$ cat config.mk
export PLATFORM = sky130hd
export DESIGN_NAME = xor_frame_rx
export DESIGN_NICKNAME = d
export VERILOG_FILES = /design/src/rtl/xor_frame_pkg.sv /design/src/rtl/xor_frame_outreg.sv /design/src/rtl/xor_frame_rx.sv
export SDC_FILE = /design/constraint.sdc
export NUM_CORES = 1
export LEC_CHECK = 0
export BUFFER_PORTS_ARGS = -buffer_cell sky130_fd_sc_hd__buf_2
export CAP_MARGIN = 20
export CORE_MARGIN = 2
export CORE_UTILIZATION = 45
export CTS_CLUSTER_DIAMETER = 60
export DETAILED_ROUTE_END_ITERATION = 6
export GPL_ROUTABILITY_DRIVEN = 0
export GPL_TIMING_DRIVEN = 0
export PLACE_DENSITY = 0.68
export SLEW_MARGIN = 20
export SYNTH_ARGS = -nofsm -noshare
export SYNTH_HDL_FRONTEND = slang
export SYNTH_SLANG_ARGS = --single-unit
$ cat constraint.sdc
create_clock -name clk -period 1.9 [get_ports clk]
set_input_delay 0.38 -clock clk [delete_from_list [all_inputs] [get_ports clk]]
set_output_delay 0.38 -clock clk [all_outputs]
set_load 0.005 [all_outputs]
$ cat src/rtl/xor_frame_pkg.sv
// Shared definitions for the XOR-checksum nibble framing (transmitter and receiver).
package xor_frame_pkg;

    localparam int XOR_FRAME_DATA_W = 4;   // default nibble width
    localparam int XOR_FRAME_CNT_W  = 8;   // width of the failed-frame counter

    typedef enum logic [1:0] {
        ST_IDLE  = 2'd0,   // waiting for a length beat
        ST_DATA  = 2'd1,   // payload beats outstanding
        ST_CHECK = 2'd2    // waiting for the check nibble
    } frame_state_t;

endpackage

$ cat src/rtl/xor_frame_outreg.sv
// One-entry output register with valid/ready handshake. Holds data/last until the
// downstream accepts and tells the upstream when a new beat may be taken.
module xor_frame_outreg
    import xor_frame_pkg::*;
#(
    parameter int DATA_W = XOR_FRAME_DATA_W
) (
    input  logic              clk,
    input  logic              rst_n,
    input  logic              i_load,
    input  logic [DATA_W-1:0] i_data,
    input  logic              i_last,
    output logic              o_ready,
    output logic              o_valid,
    output logic [DATA_W-1:0] o_data,
    output logic              o_last,
    input  logic              i_ready
);

    logic              r_valid;
    logic [DATA_W-1:0] r_data;
    logic              r_last;

    // Register is free when empty or being drained this cycle; never ready in reset.
    assign o_ready = rst_n && (i_ready || !r_valid);

    // Load a new beat when free, otherwise clear valid once the downstream takes it.
    // NOTE: sequential state uses non-blocking (<=) so every flop samples pre-edge values.
    always_ff @(posedge clk or negedge rst_n) begin
        if (!rst_n) begin
            r_valid <= 1'b0;
            r_data  <= '0;
            r_last  <= 1'b0;
        end else if (i_load && o_ready) begin
            r_valid <= 1'b1;
            r_data  <= i_data;
            r_last  <= i_last;
        end else if (i_ready) begin
            r_valid <= 1'b0;
        end
    end

    assign o_valid = r_valid;
    assign o_data  = r_data;
    assign o_last  = r_last;

endmodule

$ cat src/rtl/xor_frame_rx.sv
// Receive-side checker for length-prefixed nibble frames with a trailing XOR check.
// Forwards payload downstream and pulses frame_done/frame_ok when each frame closes.
// Optional failed-frame counter: define XOR_FRAME_RX_STATS_EN to build it;
// otherwise err_count is tied to zero.
module xor_frame_rx
    import xor_frame_pkg::*;
#(
    parameter int DATA_W  = XOR_FRAME_DATA_W,
    parameter int MAX_LEN = 15
) (
    input  logic                       clk,
    input  logic                       rst_n,
    input  logic                       in_valid,
    input  logic                       in_sof,
    input  logic [DATA_W-1:0]          in_data,
    output logic                       in_ready,
    output logic                       out_valid,
    output logic [DATA_W-1:0]          out_data,
    output logic                       out_last,
    input  logic                       out_ready,
    output logic                       frame_done,
    output logic                       frame_ok,
    output logic [XOR_FRAME_CNT_W-1:0] err_count
);

    localparam int CNT_W = XOR_FRAME_CNT_W;

    frame_state_t      r_state, w_state_nxt;
    logic [DATA_W-1:0] r_acc, w_acc_nxt;
    logic [DATA_W-1:0] r_remaining, w_rem_nxt;
    logic              r_frame_done, r_frame_ok;
    logic              r_fail_pend;     // second failure pulse owed (abort + illegal length)

    logic w_in_ready, w_accept;
    logic w_fwd, w_fwd_last;
    logic w_abort, w_len_bad, w_check_beat;
    logic w_done_nxt, w_ok_nxt, w_pend_nxt;

    assign in_ready = w_in_ready;
    assign w_accept = in_valid && w_in_ready;

    // Frame parser: next state, accumulator, remaining count and payload forwarding.
    // NOTE: every always_comb output is defaulted first so no latch can be inferred.
    always_comb begin
        w_state_nxt  = r_state;
        w_acc_nxt    = r_acc;
        w_rem_nxt    = r_remaining;
        w_fwd        = 1'b0;
        w_fwd_last   = 1'b0;
        w_abort      = 1'b0;
        w_len_bad    = 1'b0;
        w_check_beat = 1'b0;
        if (w_accept) begin
            if (in_sof) begin
                // A length beat always starts over; an open frame is aborted.
                w_abort   = (r_state != ST_IDLE);
                w_acc_nxt = '0;
                if (in_data == '0 || int'(in_data) > MAX_LEN) begin
                    w_len_bad   = 1'b1;
                    w_rem_nxt   = '0;
                    w_state_nxt = ST_IDLE;
                end else begin
                    w_rem_nxt   = in_data;
                    w_state_nxt = ST_DATA;
                end
            end else begin
                unique case (r_state)
                    ST_DATA: begin
                        w_acc_nxt  = r_acc ^ in_data;
                        w_fwd      = 1'b1;
                        w_fwd_last = (r_remaining == DATA_W'(1));
                        w_rem_nxt  = r_remaining - DATA_W'(1);
                        if (w_fwd_last) begin
                            w_state_nxt = ST_CHECK;
                        end
                    end
                    ST_CHECK: begin
                        w_check_beat = 1'b1;
                        w_state_nxt  = ST_IDLE;
                    end
                    default: begin
                        // Stray non-length beats outside a frame are dropped.
                    end
                endcase
            end
        end
    end

    // Frame status: failures (owed, abort, illegal length) take precedence; an abort
    // followed by an illegal length owes one more failure pulse on the next cycle.
    always_comb begin
        w_done_nxt = 1'b0;
        w_ok_nxt   = 1'b0;
        w_pend_nxt = 1'b0;
        if (r_fail_pend || w_abort || w_len_bad) begin
            w_done_nxt = 1'b1;
            w_pend_nxt = (r_fail_pend || w_abort) && w_len_bad;
        end else if (w_check_beat) begin
            w_done_nxt = 1'b1;
            w_ok_nxt   = (in_data == r_acc);
        end
    end

    // Parser and status registers; reset discards any frame in progress.
    always_ff @(posedge clk or negedge rst_n) begin
        if (!rst_n) begin
            r_state      <= ST_IDLE;
            r_acc        <= '0;
            r_remaining  <= '0;
            r_frame_done <= 1'b0;
            r_frame_ok   <= 1'b0;
            r_fail_pend  <= 1'b0;
        end else begin
            r_state      <= w_state_nxt;
            r_acc        <= w_acc_nxt;
            r_remaining  <= w_rem_nxt;
            r_frame_done <= w_done_nxt;
            r_frame_ok   <= w_ok_nxt;
            r_fail_pend  <= w_pend_nxt;
        end
    end

    assign frame_done = r_frame_done;
    assign frame_ok   = r_frame_ok;

`ifdef XOR_FRAME_RX_STATS_EN
    logic [CNT_W-1:0] r_err_count;

    // Saturating count of failed frames, updated on the same edge as frame_done.
    always_ff @(posedge clk or negedge rst_n) begin
        if (!rst_n) begin
            r_err_count <= '0;
        end else if (w_done_nxt && !w_ok_nxt && (r_err_count != {CNT_W{1'b1}})) begin
            r_err_count <= r_err_count + CNT_W'(1);
        end
    end

    assign err_count = r_err_count;
`else
    assign err_count = '0;
`endif

    xor_frame_outreg #(
        .DATA_W (DATA_W)
    ) u_outreg (
        .clk     (clk),
        .rst_n   (rst_n),
        .i_load  (w_fwd),
        .i_data  (in_data),
        .i_last  (w_fwd_last),
        .o_ready (w_in_ready),
        .o_valid (out_valid),
        .o_data  (out_data),
        .o_last  (out_last),
        .i_ready (out_ready)
    );

endmodule

# After elaboration in Yosys (flattened, before gate mapping)
# Cells that the tools add are included.
op_classes:
  div_mod_pow: 0
  n_mul: 0
  order_cmp: 0
  eq_ne: 5
  n_shift: 0
  n_bitwise: 1
  reduce_logical: 15
  addsub: 1
  muxes: 30
op_table:
  columns: ["cell", "n"]
  rows:
  - ["$mux W1", 22]
  - ["$mux W4", 5]
  - ["$reduce_bool A2 Y1", 3]
  - ["$eq A4 B1 Y1 const B", 1]
  - ["$eq A4 B4 Y1", 1]
  - ["$logic_and A1 B1 Y1", 4]
  - ["$logic_not A4 Y1", 1]
  - ["$mux W2", 2]
  - ["$pmux W2 S2", 1]
  - ["$sub A4 B1 Y4 const B", 1]
  - ["$xor A4 B4 Y4", 1]
  - ["$logic_or A1 B1 Y1", 3]
  - ["$ne A3 B3 Y1 const B", 1]
  - ["$reduce_and A3 Y1", 1]
  - ["$reduce_bool A3 Y1", 1]
  - ["$eq A2 B1 Y1 const B", 1]
  - ["$eq A2 B2 Y1 const B", 1]
  - ["$reduce_and A2 Y1", 1]
  - ["$logic_not A1 Y1", 1]
word_totals:
  n_memories: 0
  ff_bits: 19
  latchBits: 0
  mem_bits_rw: 0
  rom_bits: 0
  wordCells: 61

# Longest topological paths before layout
logic_depth:
  depth_word: 8
  mapped_depth: 6

# Hierarchy
# A second synthesis with hierarchy kept.
hier_totals:
  hier_cells: 112
  area_unflattened_um2: 1127.3
modules_own_cells:
  columns: ["module", "n_inst", "area_per_inst_um2", "cells_each"]
  rows:
  - ["xor_frame_rx", 1, 878.3, 96]
  - ["xor_frame_outreg", 1, 249.0, 16]

# Least setup slack after synthesis
# OpenSTA, ideal clock, no wires.
synth_timing:
  kind: "input -> register"
  startpoint: "input port in_data[0]"
  endpoint: "register r_frame_ok (netlist: frame_ok)"
  setup_slack_ns: 0.532
  arrival_ns: 1.248
  n_path_buf: 0
  setup_ns: 0.120
  cell_stages: 4
  required_time_ns: 1.780
  path_cell_list: "or4_4 -> nand2_1 -> a41oi_1 -> and4_1"
synth_via:
  elab_chain_len: 6
  elab_cells_between_ends: 8
  classes_between: "1 x eq/ne; 5 x mux; 2 x reduce/logical"
synth_lines:
  columns: ["item", "line", "rtl"]
  rows:
  - ["from (decl)", "xor_frame_rx.sv:15", "input logic [DATA_W-1:0] in_data,"]
  - ["$logic_not A4 Y1", "xor_frame_rx.sv:58", "if (in_data == '0 || int'(in_data) > MAX_LEN) begin"]
  - ["$mux W1", "xor_frame_rx.sv:58", null]
  - ["$mux W1", "xor_frame_rx.sv:54", "if (in_sof) begin"]
  - ["$mux W1", "xor_frame_rx.sv:53", "if (w_accept) begin"]
  - ["$logic_or A1 B1 Y1", "xor_frame_rx.sv:95", "if (r_fail_pend || w_abort || w_len_bad) begin"]
  - ["$mux W1 *", "xor_frame_rx.sv:95", null]
  - ["net w_ok_nxt", "xor_frame_rx.sv:37", "logic w_done_nxt, w_ok_nxt, w_pend_nxt;"]
  - ["to (signal assigned)", "xor_frame_rx.sv:118", "r_frame_ok <= w_ok_nxt;"]
  - ["to (decl)", "xor_frame_rx.sv:31", "logic r_frame_done, r_frame_ok;"]
# The timed path passes the listed nets; every way through them passes the cells marked *.
# A chain may end at the register's enable or synchronous reset.

# Worst setup path after layout
layout_timing:
  startpoint: "register u_outreg.r_valid (netlist: u_outreg.o_valid)"
  endpoint: "output port in_ready"
layout_via:
  elab_chain_len: 3
layout_lines:
  columns: ["item", "line", "rtl"]
  rows:
  - ["from (decl)", "xor_frame_outreg.sv:20", "logic r_valid;"]
  - ["from (signal assigned)", "xor_frame_outreg.sv:31", "r_valid <= 1'b0;"]
  - ["from (signal assigned)", "xor_frame_outreg.sv:35", "r_valid <= 1'b1;"]
  - ["from (signal assigned)", "xor_frame_outreg.sv:39", "r_valid <= 1'b0;"]
  - ["$logic_not A1 Y1", "xor_frame_outreg.sv:25", "assign o_ready = rst_n && (i_ready || !r_valid);"]
  - ["$logic_or A1 B1 Y1", "xor_frame_outreg.sv:25", null]
  - ["$logic_and A1 B1 Y1", "xor_frame_outreg.sv:25", null]
  - ["to (decl)", "xor_frame_rx.sv:16", "output logic in_ready,"]
# No other way between the ends.

==> reports/results.tsv <==
metric	value	unit
post_drt_wl_per_cell	12.6	um
cp_cell_sequence	nand2b_1 -> and2_1 -> buf_2	
hpwl	1.54	mm
fmax	634	MHz
syn-instance-count	106	
fill_cells	218	
period_share	0.831	
path_delay_family	flip-flops	
die_area	2750	sq um
ys_warn_count	0	
dieWidth	52.5	um
ir_worst_vdd	0.547	mV
crit_path_top_delay_cell	dfrtp_1	
finalHoldViolations	0	
cts_buffers	3	
rows	17	
synth-main-ff-cell	dfrtp_1	
io_pins	26	
viasPerCell	5.24	
syn_area_per_cell	9.97	sq um
crit_required	1.52	ns
cts_tree	built	
yosysSeqAreaShare	0.450	
pwr_density_cell	906	nW/um^2
cts_buffer_depth	2	
synth_seq_cells	19	
area.growth.synth_to_final	16.3	%
slew_violations	0	
period_needed	1.58	ns
drt_wl_total	2.05	mm
post_cts_resize_count	0	
diodes	0	
multi_input_area	505	sq um
synth_async_sr_flop_share	1.00	
grt.total_usage	0.168	
drc	0	
setup_tns	0	ns
status	finished, final reports clean	
initial_core_util	0.478	
cts_max_level	1	
rsz0062_at_grt	false	
drt_iter0_drc	17	
regArea	475	sq um
r2r_cells	6	
antenna_found_initial	0	
path_class	flop to output port	
syn_area	1060	sq um
grt_max_degree	23	
clk_latency	0.29	ns
r2r_slack	0.33	ns
synth_edf_count	0	
postCtsHoldBufs	0	
core_area	2210	sq um
critical_path.max_stage_delay	0.39	ns
setup_viol	0	
gr-total-overflow	0	
hp-class	input port to asynchronous set/reset pin	
worstPathArrival	1.20	ns
skew	0.00236	ns
cp_max_fo	5	
port_buffers	17	
ant_nets	0	
cp_num_buf_inv	1	
leakagePower	0.623	nW
synth_cell_type_count	33	
cts_setup_buffers	0	
reg2reg_to	r_state[0]	
rr_startpoint	r_remaining[1]	
grt_pass1_vias	800	
final_nets	146	
grt_pass1_wl	3.43	mm
power	1.11	mW
fp.dieH	52.5	um
first_pass_iters	4	
drv_cap	0	
drive_above_1_share	0.276	
num_vias	849	
clk_pin_slew	0.11	ns
startpoint_type	flop	
clkSinkCount	19	
clockRootBuffer	clkbuf_4	
end_kind	output port	
-- cell type report --
| cell class | instances | share of cell area |
|---|---|---|
| clock buffer | 4 | 0.0214 |
| sequential | 19 | 0.387 |
| tap | 28 | 0.0285 |
| multi-input combinational | 78 | 0.411 |
| inverter | 4 | 0.0122 |
| buffer | 12 | 0.0712 |
| timing repair buffer | 17 | 0.0692 |
-- routing by layer --
metal,global-route usage,vias to the layer above,wire [um]
met2,0.285,23,973
met1,0.207,408,936
met5,0,-,0
met4,0.0641,0,40
li1,-,412,-
met3,0.0343,6,96
-- logic make-up (layout without fill, tap and decap cells) --
logic type	after synthesis	in the layout	share of synthesized area
and+or+nand+nor	42	42	0.230
DFF	19	19	0.450
buffers and inverters	16	37	0.0970
AOI/OAI and AO/OA	15	15	0.0923
muxes	6	6	0.0627
xor gates and xnor gates	5	5	0.0414
adders and majority gates	2	2	0.0237
other	1	8	0.00355
-- sequential cells by signal (all words and copies together), names as in the netlist --
name	flops
r_acc	4
r_state	2
u_outreg.o_last	1
u_outreg.o_valid	1
frame_ok	1
r_fail_pend	1
r_remaining	4
u_outreg.o_data	4
frame_done	1
-- cells in the mapped netlist, types with 3 or more instances --
cell type	instances	area (sq um)
nor3_1	3	15.0
nand3_1	5	25.0
nor2b_1	3	18.8
nand2_1	11	41.3
inv_1	4	15.0
buf_4	9	67.6
nand3b_1	6	45.0
dfrtp_1	19	475
mux2_2	5	56.3
xor2_1	5	43.8
nor2_1	4	15.0
a21oi_1	6	30.0
-- worst max path at each step --
stage                     start                  to  slack, ns  cells after the start
6_report       u_outreg.o_valid            in_ready       0.32                      3
4_1_cts                   rst_n            in_ready       0.30                      3
2_1_floorplan        in_data[0]            frame_ok       0.53                      4
3_3_place_gp              rst_n  u_outreg.o_data[3]       0.08                      5
3_5_place_dp              rst_n  u_outreg.o_data[1]       0.07                      5
5_1_grt                   rst_n            in_ready       0.22                      3
-- cell usage in the layout, fill, tap and decap left out --
| cell type | synthesis | layout |
|---|---|---|
| and2_1 | 1 | 1 |
| xor2_1 | 5 | 5 |
| o2111ai_1 | 1 | 1 |
| nor2_1 | 4 | 4 |
| o21ai_0 | 2 | 2 |
| and4_1 | 1 | 1 |
| nand2_1 | 11 | 11 |
| nor2b_1 | 3 | 3 |
| or4b_1 | 1 | 1 |
| nor4_1 | 1 | 1 |
| ha_1 | 2 | 2 |
| and4bb_1 | 1 | 1 |
| buf_6 | 1 | 1 |
| a32o_1 | 1 | 1 |
| a21oi_1 | 6 | 6 |
| clkbuf_1 | 1 | 2 |
| mux2_2 | 5 | 5 |
| a41oi_1 | 2 | 2 |
| a32oi_1 | 1 | 1 |
| clkbuf_4 | 0 | 3 |
| or4_4 | 1 | 1 |
| dfrtp_1 | 19 | 19 |
| a211oi_1 | 1 | 1 |
| conb_1 | 1 | 8 |
| nand3_1 | 5 | 5 |
| o21ai_1 | 1 | 1 |
| nand2b_1 | 2 | 2 |
| buf_2 | 1 | 18 |
| nor3b_1 | 2 | 2 |
| mux2i_1 | 1 | 1 |
| inv_1 | 4 | 4 |
| buf_4 | 9 | 9 |
| nand3b_1 | 6 | 6 |
| nor3_1 | 3 | 3 |
-- per-stage QoR --
stage,util,setup slack (ns),hold slack [ns],instances,cell area (sq um)
2_1_floorplan,-,0.532,0.0844,113,1080
3_3_place_gp,0.544,0.0774,0.366,158,1200
3_5_place_dp,0.544,0.0659,0.364,158,1200
4_1_cts,0.556,0.300,0.0394,162,1230
5_1_grt,0.556,0.216,0.0530,162,1230
6_report,0.556,0.322,0.0244,162,1230
-- report_power, final --
group | leakage [nW] | switching [mW] | internal, mW
Combinational | 0.366 | 0.155 | 0.167
Sequential | 0.242 | 0.0834 | 0.505
Clock | 0.0150 | 0.122 | 0.0816
Total | 0.623 | 0.361 | 0.754
-- worst reg2reg max path, cell delays in order (launching register included) --
cell and delay, ns:
dfrtp_1 0.39, inv_1 0.10, ha_1 0.15, nor3b_1 0.36
nor2b_1 0.17, o21ai_0 0.07, a32o_1 0.23
Power figures use the tool's default switching activity.
